===== src/rtl/usb_pkg.sv =====
// Shared USB receive definitions: PID values, packet kinds,
// RXCMD field positions and CRC constants.
package usb_pkg;

   localparam logic [7:0] PID_OUT   = 8'hE1;
   localparam logic [7:0] PID_IN    = 8'h69;
   localparam logic [7:0] PID_SOF   = 8'hA5;
   localparam logic [7:0] PID_SETUP = 8'h2D;
   localparam logic [7:0] PID_DATA0 = 8'hC3;
   localparam logic [7:0] PID_DATA1 = 8'h4B;
   localparam logic [7:0] PID_ACK   = 8'hD2;
   localparam logic [7:0] PID_NAK   = 8'h5A;
   localparam logic [7:0] PID_STALL = 8'h1E;

   localparam int RXCMD_LS     = 0;
   localparam int RXCMD_ACTIVE = 4;
   localparam int RXCMD_ERR    = 5;

   localparam logic [4:0]  CRC5_POLY    = 5'h14;
   localparam logic [4:0]  CRC5_INIT    = 5'h1F;
   localparam logic [4:0]  CRC5_RESID   = 5'h06;
   localparam logic [15:0] CRC16_POLY   = 16'hA001;
   localparam logic [15:0] CRC16_INIT   = 16'hFFFF;
   localparam logic [15:0] CRC16_RESID  = 16'hB001;

   typedef enum logic [1:0] {
      KIND_TOKEN   = 2'd0,
      KIND_DATA    = 2'd1,
      KIND_HSK     = 2'd2,
      KIND_SPECIAL = 2'd3
   } pkt_kind_e;

   typedef enum logic [2:0] {
      ST_IDLE,
      ST_TOKEN,
      ST_DATA,
      ST_HSK,
      ST_SKIP,
      ST_DROP,
      ST_DONE
   } rx_state_e;

   function automatic pkt_kind_e pid_kind(input logic [1:0] t);
      pkt_kind_e k;
      unique case (t)
         2'b01:   k = KIND_TOKEN;
         2'b11:   k = KIND_DATA;
         2'b10:   k = KIND_HSK;
         default: k = KIND_SPECIAL;
      endcase
      return k;
   endfunction

endpackage


===== src/rtl/ulpi_rx_packetizer_if.sv =====
// ULPI receive pins plus the packet/payload handshake
// toward the protocol FSM.
interface ulpi_rx_packetizer_if #(
   parameter int LEN_W = 7
);

   logic             ulpi_dir;
   logic             ulpi_nxt;
   logic [7:0]       ulpi_data_in;
   logic [1:0]       linestate;
   logic             rx_active;
   logic             pkt_valid;
   logic             pkt_ack;
   logic [3:0]       pkt_pid;
   logic [1:0]       pkt_kind;
   logic [6:0]       pkt_addr;
   logic [3:0]       pkt_endp;
   logic [LEN_W-1:0] pkt_len;
   logic             pkt_crc_ok;
   logic             pkt_err;
   logic [LEN_W-1:0] rd_addr;
   logic [7:0]       rd_data;
   logic             overrun;

   modport slave (
      input  ulpi_dir,
      input  ulpi_nxt,
      input  ulpi_data_in,
      input  pkt_ack,
      input  rd_addr,
      output linestate,
      output rx_active,
      output pkt_valid,
      output pkt_pid,
      output pkt_kind,
      output pkt_addr,
      output pkt_endp,
      output pkt_len,
      output pkt_crc_ok,
      output pkt_err,
      output rd_data,
      output overrun
   );

   modport master (
      output ulpi_dir,
      output ulpi_nxt,
      output ulpi_data_in,
      output pkt_ack,
      output rd_addr,
      input  linestate,
      input  rx_active,
      input  pkt_valid,
      input  pkt_pid,
      input  pkt_kind,
      input  pkt_addr,
      input  pkt_endp,
      input  pkt_len,
      input  pkt_crc_ok,
      input  pkt_err,
      input  rd_data,
      input  overrun
   );

endinterface


===== src/rtl/usb_crc_byte.sv =====
// One-byte reflected CRC step, LSB first; width and
// polynomial select CRC5 or CRC16.
module usb_crc_byte #(
   parameter int         W    = 16,
   parameter logic [W-1:0] POLY = '0
) (
   input  logic [W-1:0] crc_in,
   input  logic [7:0]   data,
   output logic [W-1:0] crc_out
);

   always_comb begin
      crc_out = crc_in;
      for (int i = 0; i < 8; i++) begin
         if (crc_out[0] ^ data[i])
            crc_out = (crc_out >> 1) ^ POLY;
         else
            crc_out = crc_out >> 1;
      end
   end

endmodule


===== src/rtl/ulpi_rx_packetizer.sv =====
// ULPI receive framer: splits RXCMD from USB bytes, frames
// packets, checks PID/CRC and buffers the data payload.
module ulpi_rx_packetizer
   import usb_pkg::*;
#(
   parameter int MAX_PAYLOAD = 64,
   parameter int LEN_W       = 7
) (
   input logic                 clk,
   input logic                 RESET,
   ulpi_rx_packetizer_if.slave bus
);

   localparam int AW = $clog2(MAX_PAYLOAD);
   localparam logic [LEN_W-1:0] CNT_MAX = '1;
   localparam logic [LEN_W-1:0] PAY_LIM = LEN_W'(MAX_PAYLOAD);
   localparam logic [LEN_W-1:0] OVF_LIM = LEN_W'(MAX_PAYLOAD + 2);
   localparam logic [LEN_W-1:0] TWO     = LEN_W'(2);

   rx_state_e state;
   rx_state_e state_n;

   logic [7:0]       d;
   logic             dir_q;
   logic             rxcmd;
   logic             usb_byte;
   logic             in_pkt;
   logic             eop;
   logic             busy;
   logic             start;
   logic             publish;
   logic             counting;
   logic             wr_en;

   logic [7:0]       pid_q;
   logic             pid_bad;
   logic             rx_err;
   logic             ovf;
   logic [LEN_W-1:0] cnt;
   logic [6:0]       addr_q;
   logic [3:0]       endp_q;
   logic [4:0]       crc5_q;
   logic [4:0]       crc5_n;
   logic [15:0]      crc16_q;
   logic [15:0]      crc16_n;

   pkt_kind_e        kind_q;
   logic             len_err;
   logic             crc_ok;
   logic [LEN_W-1:0] len_c;

   logic [7:0]       mem [MAX_PAYLOAD];

   assign d        = bus.ulpi_data_in;
   assign rxcmd    = bus.ulpi_dir & dir_q & ~bus.ulpi_nxt;
   assign usb_byte = bus.ulpi_dir & dir_q & bus.ulpi_nxt;
   assign in_pkt   = state inside {ST_TOKEN, ST_DATA, ST_HSK,
                                   ST_SKIP, ST_DROP};
   assign eop      = in_pkt & ((dir_q & ~bus.ulpi_dir) |
                               (rxcmd & ~d[RXCMD_ACTIVE]));
   // an ack in the same cycle frees the slot for the new PID
   assign busy     = bus.pkt_valid & ~bus.pkt_ack;
   assign counting = usb_byte &
                     (state inside {ST_TOKEN, ST_DATA,
                                    ST_HSK, ST_SKIP});
   assign wr_en    = usb_byte & (state == ST_DATA) &
                     (cnt < PAY_LIM);

   usb_crc_byte #(
      .W    (5),
      .POLY (CRC5_POLY)
   ) u_crc5 (
      .crc_in  (crc5_q),
      .data    (d),
      .crc_out (crc5_n)
   );

   usb_crc_byte #(
      .W    (16),
      .POLY (CRC16_POLY)
   ) u_crc16 (
      .crc_in  (crc16_q),
      .data    (d),
      .crc_out (crc16_n)
   );

   always_ff @(posedge clk) begin
      if (!RESET) state <= ST_IDLE;
      else        state <= state_n;
   end

   always_comb begin
      state_n = state;
      start   = 1'b0;
      publish = 1'b0;
      unique case (state)
         ST_IDLE: begin
            if (usb_byte) begin
               if (busy) begin
                  state_n = ST_DROP;
               end else begin
                  start = 1'b1;
                  unique case (pid_kind(d[1:0]))
                     KIND_TOKEN: state_n = ST_TOKEN;
                     KIND_DATA:  state_n = ST_DATA;
                     KIND_HSK:   state_n = ST_HSK;
                     default:    state_n = ST_SKIP;
                  endcase
               end
            end
         end
         ST_TOKEN, ST_DATA, ST_HSK, ST_SKIP: begin
            if (eop) state_n = ST_DONE;
         end
         ST_DROP: begin
            if (eop) state_n = ST_IDLE;
         end
         ST_DONE: begin
            publish = 1'b1;
            state_n = ST_IDLE;
         end
         default: state_n = ST_IDLE;
      endcase
   end

   always_ff @(posedge clk) begin
      if (!RESET) begin
         dir_q   <= 1'b0;
         pid_q   <= '0;
         pid_bad <= 1'b0;
         rx_err  <= 1'b0;
         ovf     <= 1'b0;
         cnt     <= '0;
         addr_q  <= '0;
         endp_q  <= '0;
         crc5_q  <= CRC5_INIT;
         crc16_q <= CRC16_INIT;
      end else begin
         dir_q <= bus.ulpi_dir;
         if (start) begin
            pid_q   <= d;
            pid_bad <= d[7:4] != ~d[3:0];
            rx_err  <= 1'b0;
            ovf     <= 1'b0;
            cnt     <= '0;
            addr_q  <= '0;
            endp_q  <= '0;
            crc5_q  <= CRC5_INIT;
            crc16_q <= CRC16_INIT;
         end else begin
            if (rxcmd && in_pkt && d[RXCMD_ERR] && d[RXCMD_ACTIVE])
               rx_err <= 1'b1;
            if (counting) begin
               if (cnt != CNT_MAX)
                  cnt <= cnt + LEN_W'(1);
               if (state == ST_DATA) begin
                  crc16_q <= crc16_n;
                  if (cnt >= OVF_LIM) ovf <= 1'b1;
               end
               if (state == ST_TOKEN) begin
                  if (cnt < TWO) crc5_q <= crc5_n;
                  if (cnt == '0) begin
                     addr_q    <= d[6:0];
                     endp_q[0] <= d[7];
                  end
                  if (cnt == LEN_W'(1))
                     endp_q[3:1] <= d[2:0];
               end
            end
         end
      end
   end

   assign kind_q = pid_kind(pid_q[1:0]);
   assign len_c  = (kind_q == KIND_DATA && cnt >= TWO) ?
                   cnt - TWO : '0;

   always_comb begin
      len_err = 1'b0;
      crc_ok  = 1'b0;
      unique case (kind_q)
         KIND_TOKEN: begin
            len_err = cnt != TWO;
            crc_ok  = crc5_q == CRC5_RESID;
         end
         KIND_DATA: crc_ok = crc16_q == CRC16_RESID;
         KIND_HSK: begin
            len_err = cnt != '0;
            crc_ok  = 1'b1;
         end
         default: ;
      endcase
   end

   always_ff @(posedge clk) begin
      if (!RESET) begin
         bus.linestate  <= 2'b01;
         bus.rx_active  <= 1'b0;
         bus.pkt_valid  <= 1'b0;
         bus.pkt_pid    <= '0;
         bus.pkt_kind   <= '0;
         bus.pkt_addr   <= '0;
         bus.pkt_endp   <= '0;
         bus.pkt_len    <= '0;
         bus.pkt_crc_ok <= 1'b0;
         bus.pkt_err    <= 1'b0;
         bus.overrun    <= 1'b0;
      end else begin
         if (rxcmd) begin
            bus.linestate <= d[RXCMD_LS +: 2];
            bus.rx_active <= d[RXCMD_ACTIVE];
         end
         if (state == ST_IDLE && usb_byte && busy)
            bus.overrun <= 1'b1;
         if (bus.pkt_valid && bus.pkt_ack)
            bus.pkt_valid <= 1'b0;
         if (publish) begin
            bus.pkt_valid  <= 1'b1;
            bus.pkt_pid    <= pid_q[3:0];
            bus.pkt_kind   <= kind_q;
            bus.pkt_addr   <= addr_q;
            bus.pkt_endp   <= endp_q;
            bus.pkt_len    <= len_c;
            bus.pkt_crc_ok <= crc_ok;
            bus.pkt_err    <= pid_bad | rx_err | ovf | len_err;
         end
      end
   end

   always_ff @(posedge clk) begin
      if (wr_en) mem[cnt[AW-1:0]] <= d;
   end

   always_ff @(posedge clk) begin
      if (!RESET)
         bus.rd_data <= '0;
      else if (bus.rd_addr < PAY_LIM)
         bus.rd_data <= mem[bus.rd_addr[AW-1:0]];
      else
         bus.rd_data <= '0;
   end

endmodule


===== src/flat_wrapper.sv =====
// flat-port wrapper written by rule: the top's interface ports become plain ports
module ulpi_rx_packetizer_flat import usb_pkg::*;
#(
   parameter int MAX_PAYLOAD = 64,
   parameter int LEN_W       = 7
)
  (clk, RESET, bus_ulpi_dir, bus_ulpi_nxt, bus_ulpi_data_in, bus_pkt_ack, bus_rd_addr, bus_linestate, bus_rx_active, bus_pkt_valid, bus_pkt_pid, bus_pkt_kind, bus_pkt_addr, bus_pkt_endp, bus_pkt_len, bus_pkt_crc_ok, bus_pkt_err, bus_rd_data, bus_overrun);
  ulpi_rx_packetizer_if #(.LEN_W(LEN_W)) bus_i ();
  input logic clk;
  input logic RESET;
  input wire logic [$bits(bus_i.ulpi_dir)-1:0] bus_ulpi_dir;
  input wire logic [$bits(bus_i.ulpi_nxt)-1:0] bus_ulpi_nxt;
  input wire logic [$bits(bus_i.ulpi_data_in)-1:0] bus_ulpi_data_in;
  input wire logic [$bits(bus_i.pkt_ack)-1:0] bus_pkt_ack;
  input wire logic [$bits(bus_i.rd_addr)-1:0] bus_rd_addr;
  output wire logic [$bits(bus_i.linestate)-1:0] bus_linestate;
  output wire logic [$bits(bus_i.rx_active)-1:0] bus_rx_active;
  output wire logic [$bits(bus_i.pkt_valid)-1:0] bus_pkt_valid;
  output wire logic [$bits(bus_i.pkt_pid)-1:0] bus_pkt_pid;
  output wire logic [$bits(bus_i.pkt_kind)-1:0] bus_pkt_kind;
  output wire logic [$bits(bus_i.pkt_addr)-1:0] bus_pkt_addr;
  output wire logic [$bits(bus_i.pkt_endp)-1:0] bus_pkt_endp;
  output wire logic [$bits(bus_i.pkt_len)-1:0] bus_pkt_len;
  output wire logic [$bits(bus_i.pkt_crc_ok)-1:0] bus_pkt_crc_ok;
  output wire logic [$bits(bus_i.pkt_err)-1:0] bus_pkt_err;
  output wire logic [$bits(bus_i.rd_data)-1:0] bus_rd_data;
  output wire logic [$bits(bus_i.overrun)-1:0] bus_overrun;
  assign bus_i.ulpi_dir = bus_ulpi_dir;
  assign bus_i.ulpi_nxt = bus_ulpi_nxt;
  assign bus_i.ulpi_data_in = bus_ulpi_data_in;
  assign bus_i.pkt_ack = bus_pkt_ack;
  assign bus_i.rd_addr = bus_rd_addr;
  assign bus_linestate = bus_i.linestate;
  assign bus_rx_active = bus_i.rx_active;
  assign bus_pkt_valid = bus_i.pkt_valid;
  assign bus_pkt_pid = bus_i.pkt_pid;
  assign bus_pkt_kind = bus_i.pkt_kind;
  assign bus_pkt_addr = bus_i.pkt_addr;
  assign bus_pkt_endp = bus_i.pkt_endp;
  assign bus_pkt_len = bus_i.pkt_len;
  assign bus_pkt_crc_ok = bus_i.pkt_crc_ok;
  assign bus_pkt_err = bus_i.pkt_err;
  assign bus_rd_data = bus_i.rd_data;
  assign bus_overrun = bus_i.overrun;
  ulpi_rx_packetizer #(.MAX_PAYLOAD(MAX_PAYLOAD), .LEN_W(LEN_W)) u_core (.clk(clk), .RESET(RESET), .bus(bus_i));
endmodule

===== config.mk =====
export PLATFORM = sky130hd
export DESIGN_NAME = ulpi_rx_packetizer_flat
export DESIGN_NICKNAME = d
export VERILOG_FILES = /design/src/rtl/usb_pkg.sv /design/src/rtl/ulpi_rx_packetizer_if.sv /design/src/rtl/usb_crc_byte.sv /design/src/rtl/ulpi_rx_packetizer.sv /design/src/flat_wrapper.sv
export SDC_FILE = /design/constraint.sdc
export NUM_CORES = 1
export LEC_CHECK = 0
export ABC_CLOCK_PERIOD_IN_PS = 2800
export CORE_MARGIN = 1
export CORE_UTILIZATION = 60
export CTS_BUF_LIST = sky130_fd_sc_hd__clkbuf_8
export DETAILED_ROUTE_END_ITERATION = 10
export PLACE_DENSITY = 0.8
export SETUP_SLACK_MARGIN = 0.2
export SYNTH_ARGS = -nofsm -noshare
export SYNTH_HDL_FRONTEND = slang
export SYNTH_SLANG_ARGS = --single-unit

===== constraint.sdc =====
create_clock -name clk -period 2.8 [get_ports clk]
set_clock_uncertainty 0.2 [all_clocks]
set_input_delay 0.42 -clock clk [delete_from_list [all_inputs] [get_ports clk]]
set_output_delay 0.42 -clock clk [all_outputs]
set_load 0.02 [all_outputs]

==> impl_metrics.sql, run 1 <==
INSERT INTO impl_metrics (metric_group, metric, value, unit) VALUES
('synthesis', 'syn_area_per_cell', '18.0', 'sq um'),
('power', 'power_switching', '3.74', 'mW'),
('worst_setup_path', 'cp.required', '3110', 'ps'),
('worst_setup_path', 'rr_startpoint', 'u_core.cnt[6]$_SDFFE_PP0P_', ''),
('synthesis', 'synth_largest_type_area_fraction', '0.637', ''),
('power', 'comb_power_share', '0.057', ''),
('synthesis', 'syn-instance-count', '1340', ''),
('floorplanning', 'die_h', '203', 'um'),
('power', 'power.internal', '13.9', 'mW'),
('timing', 'share_of_the_cycle_needed_by_the_critical_path_after_routing', '0.856', ''),
('place', 'gp_congestion', '0.941', ''),
('power', 'p_seq_frac', '0.552', ''),
('clock_network', 'ctsLongestPathBuffers', '3', ''),
('detailed_routing', 'drtAntennaViolNets', '0', ''),
('power', 'vdd.ir_drop.worst', '0.000384', 'V'),
('timing', 'final-hold-violation-count', '0', ''),
('synthesis', 'synth-edff-count', '512', ''),
('synthesis', 'synth.ff_latch_count', '601', ''),
('job', 'number_of_maximum_capacitance_constraint_violations', '0', ''),
('detailed_routing', 'met2_length', '26.1', 'mm'),
('detailed_routing', 'via_count', '13300', ''),
('detailed_routing', 'detailroute.wirelength.met3', '5.18', 'mm'),
('worst_setup_path', 'timing_worst_setup_path_type', 'input port to flip-flop', ''),
('global_routing', 'grt_antenna_before_repair', '2', ''),
('global_routing', 'first_pass_grt_wire_length', '82.9', 'mm'),
('clock_network', 'clock_latency', '650', 'ps'),
('floorplanning', 'initial_utilization', '0.608', ''),
('timing', 'maxSlewHeadroom', '0.476', ''),
('place', 'post_dp_area', '26200', 'sq um'),
('floorplanning', 'design.core.area', '39700', 'sq um'),
('clock_network', 'cts_h_tree_lvls', '3', ''),
('finish', 'share_of_layout_cells_above_drive_strength_1', '0.260', ''),
('timing', 'timing_max_transition_violations_final', '0', ''),
('detailed_routing', 'avgViaCountPerCell', '6.19', ''),
('global_routing', 'maximum_number_of_pins_on_one_net_before_global_route_repair', '72', ''),
('synthesis', 'synth_warnings', '0', ''),
('timing', 'hold_ws', '111', 'ps'),
('worst_hold_path', 'min_from', 'bus_ulpi_data_in[0]', ''),
('global_routing', 'global_route.overflow_total', '0', ''),
('floorplanning', 'die_area', '41000', 'sq um'),
('clock_network', 'post-cts-setup-buffer-count', '0', ''),
('global_routing', 'first_global_vias', '13500', ''),
('power', 'switching_share', '0.212', ''),
('floorplanning', 'top_level_ports', '59', ''),
('detailed_routing', 'drt_drc_violations_left', '0', ''),
('timing', 'grt_setup_unrepaired', 'no', ''),
('finish', 'layoutNonFillerInstCount', '2147', ''),
('place', 'pre_cts_ws', '2.63', 'ps'),
('place', 'detailed_place_hpwl', '36.2', 'mm'),
('run_status', 'result_of_the_run', 'finished, final reports clean', ''),
('place', 'port-buffer-count', '58', ''),
('timing', 'max_clk_rate', '0.417', 'GHz'),
('detailed_routing', 'firstDrtPassIters', '5', ''),
('finish', 'num_antenna_cells', '0', ''),
('floorplanning', 'fp-row-count', '73', ''),
('synthesis', 'synth_fp_nets', '1374', ''),
('power', 'leakage', '9.69', 'nW'),
('timing', 'postLayoutSetupSlackWorst', '403', 'ps'),
('synthesis', 'synth_top_cells_by_count', 'sky130_fd_sc_hd__edfxtp_1 (512), sky130_fd_sc_hd__mux4_2 (126), sky130_fd_sc_hd__nor2_1 (102), sky130_fd_sc_hd__dfxtp_1 (89), sky130_fd_sc_hd__nand2_1 (85)', ''),
('synthesis', 'synth_sequential_area_ratio', '0.711', ''),
('worst_hold_path', 'holdCritPathClass', 'input port to flip-flop', ''),
('worst_setup_path', 'critical_path_arrival', '2710', 'ps'),
('worst_setup_path', 'start_point_of_the_critical_path', 'bus_ulpi_data_in[6]', ''),
('finish', 'finish.utilization', '0.703', ''),
('detailed_routing', 'post_drt_wl_per_cell', '25.5', 'um'),
('synthesis', 'yosysMostFrequentCell', 'sky130_fd_sc_hd__edfxtp_1', ''),
('detailed_routing', 'm1WireLength', '22.1', 'mm'),
('finish', 'nNetsFinal', '1593', ''),
('synthesis', 'syn_area', '24100', 'sq um'),
('synthesis', 'async_reset_ff_frac', '0', ''),
('clock_network', 'post_cts_clock_slew_at_the_launch_and_capture_registers_of_the_worst_setup_and_hold_paths', '60', 'ps');
## state kept, by name, summed over array words and instances (netlist names), 5 cells and up
register,flops
u_core.addr_q,7
u_core.bus.pkt_addr,7
u_core.bus.pkt_len,7
u_core.bus.rd_data,8
u_core.cnt,7
u_core.crc16_q,16
u_core.crc5_q,5
u_core.mem,512
## cell families after synthesis
group | Yosys count | synth area share
mux | 193 | 0.152
fa+ha+maj | 14 | 0.00726
simple gates | 274 | 0.0523
buf+inv | 85 | 0.0193
flops | 601 | 0.711
xor+xnor | 50 | 0.0236
compound gates | 123 | 0.0348
## layer usage
metal	vias to the layer above	GRT usage
met5	-	0
met4	0	0.0870
met3	87	0.0695
met2	693	0.430
met1	6776	0.388
li1	5731	-
## cell usage in the layout (no fill, tap or decap), types with 8 or more instances in the layout
cell type	synthesis	layout
sky130_fd_sc_hd__edfxtp_1	512	512
sky130_fd_sc_hd__buf_4	16	127
sky130_fd_sc_hd__mux4_2	126	126
sky130_fd_sc_hd__clkbuf_8	0	104
sky130_fd_sc_hd__nor2_1	102	102
sky130_fd_sc_hd__dfxtp_1	89	89
sky130_fd_sc_hd__nand2_1	85	85
sky130_fd_sc_hd__clkdlybuf4s50_1	0	47
sky130_fd_sc_hd__mux2i_1	46	46
sky130_fd_sc_hd__inv_1	9	38
sky130_fd_sc_hd__xnor2_1	32	32
sky130_fd_sc_hd__o21ai_0	23	23
sky130_fd_sc_hd__a22oi_1	19	19
sky130_fd_sc_hd__o211ai_1	19	19
sky130_fd_sc_hd__a21boi_0	19	19
sky130_fd_sc_hd__nand3_1	16	16
sky130_fd_sc_hd__nor2b_1	15	15
sky130_fd_sc_hd__buf_12	1	15
sky130_fd_sc_hd__a21oi_1	14	14
sky130_fd_sc_hd__ha_1	14	14
sky130_fd_sc_hd__mux2_2	12	12
sky130_fd_sc_hd__and2_1	10	10
sky130_fd_sc_hd__mux4_1	9	9
sky130_fd_sc_hd__buf_2	21	9
sky130_fd_sc_hd__xor2_1	8	8
sky130_fd_sc_hd__clkinv_2	0	8
sky130_fd_sc_hd__clkinv_1	0	8
## path summary, 6_finish.rpt
kind	cells past startpoint	endpoint	slack, ps
worst max-delay path	7	u_core.crc16_q[0]$_SDFFE_PP1P_	400
worst min-delay path	2	u_core.mem[52][0]$_DFFE_PP_	110
worst max register to register	5	u_core.addr_q[5]$_SDFFE_PP0P_	410
worst min register to register	2	u_core.bus.pkt_endp[0]$_SDFFE_PN0P_	250
## layout make-up
cell class | instances | area [sq um]
Sequential cell | 601 | 17200
Fill cell | 2385 | 11800
Multi-Input combinational cell | 654 | 6520
Timing Repair Buffer | 202 | 1810
Clock buffer | 104 | 1430
Tap cell | 525 | 657
Clock inverter | 51 | 319
Inverter | 10 | 37.5
## power groups by stage
| stage | clock network (mW) | logic (mW) | registers [mW] |
|---|---|---|---|
| after floorplan | 0 | 0.565 | 9.92 |
| after global placement | 0 | 0.974 | 9.92 |
| after detailed placement | 0 | 0.999 | 9.92 |
| after CTS | 6.99 | 1.00 | 9.73 |
| after global routing | 7.39 | 1.06 | 9.72 |
| final | 6.90 | 1.00 | 9.73 |
## repair_timing
item,in CTS,in global routing
hold buffers,2,0
hold endpoints to repair,12,0
resized for setup,0,1
endpoints found under the setup margin,0,39
## worst max-delay path: stages
cell and delay (ps):
sky130_fd_sc_hd__dlygate4sd3_1 520, sky130_fd_sc_hd__buf_2 220, sky130_fd_sc_hd__xnor2_1 420, sky130_fd_sc_hd__xor3_1 440, sky130_fd_sc_hd__xnor3_2 430, sky130_fd_sc_hd__xnor2_1 170, sky130_fd_sc_hd__o21ai_1 90
No activity file was read; power rests on OpenSTA's default activity.
==> run 2: changes to the inputs <==
- SLEW_MARGIN: not set -> 0
==> results of run 2 <==
Final layout, timing and power as in run 1 (identical DEF).
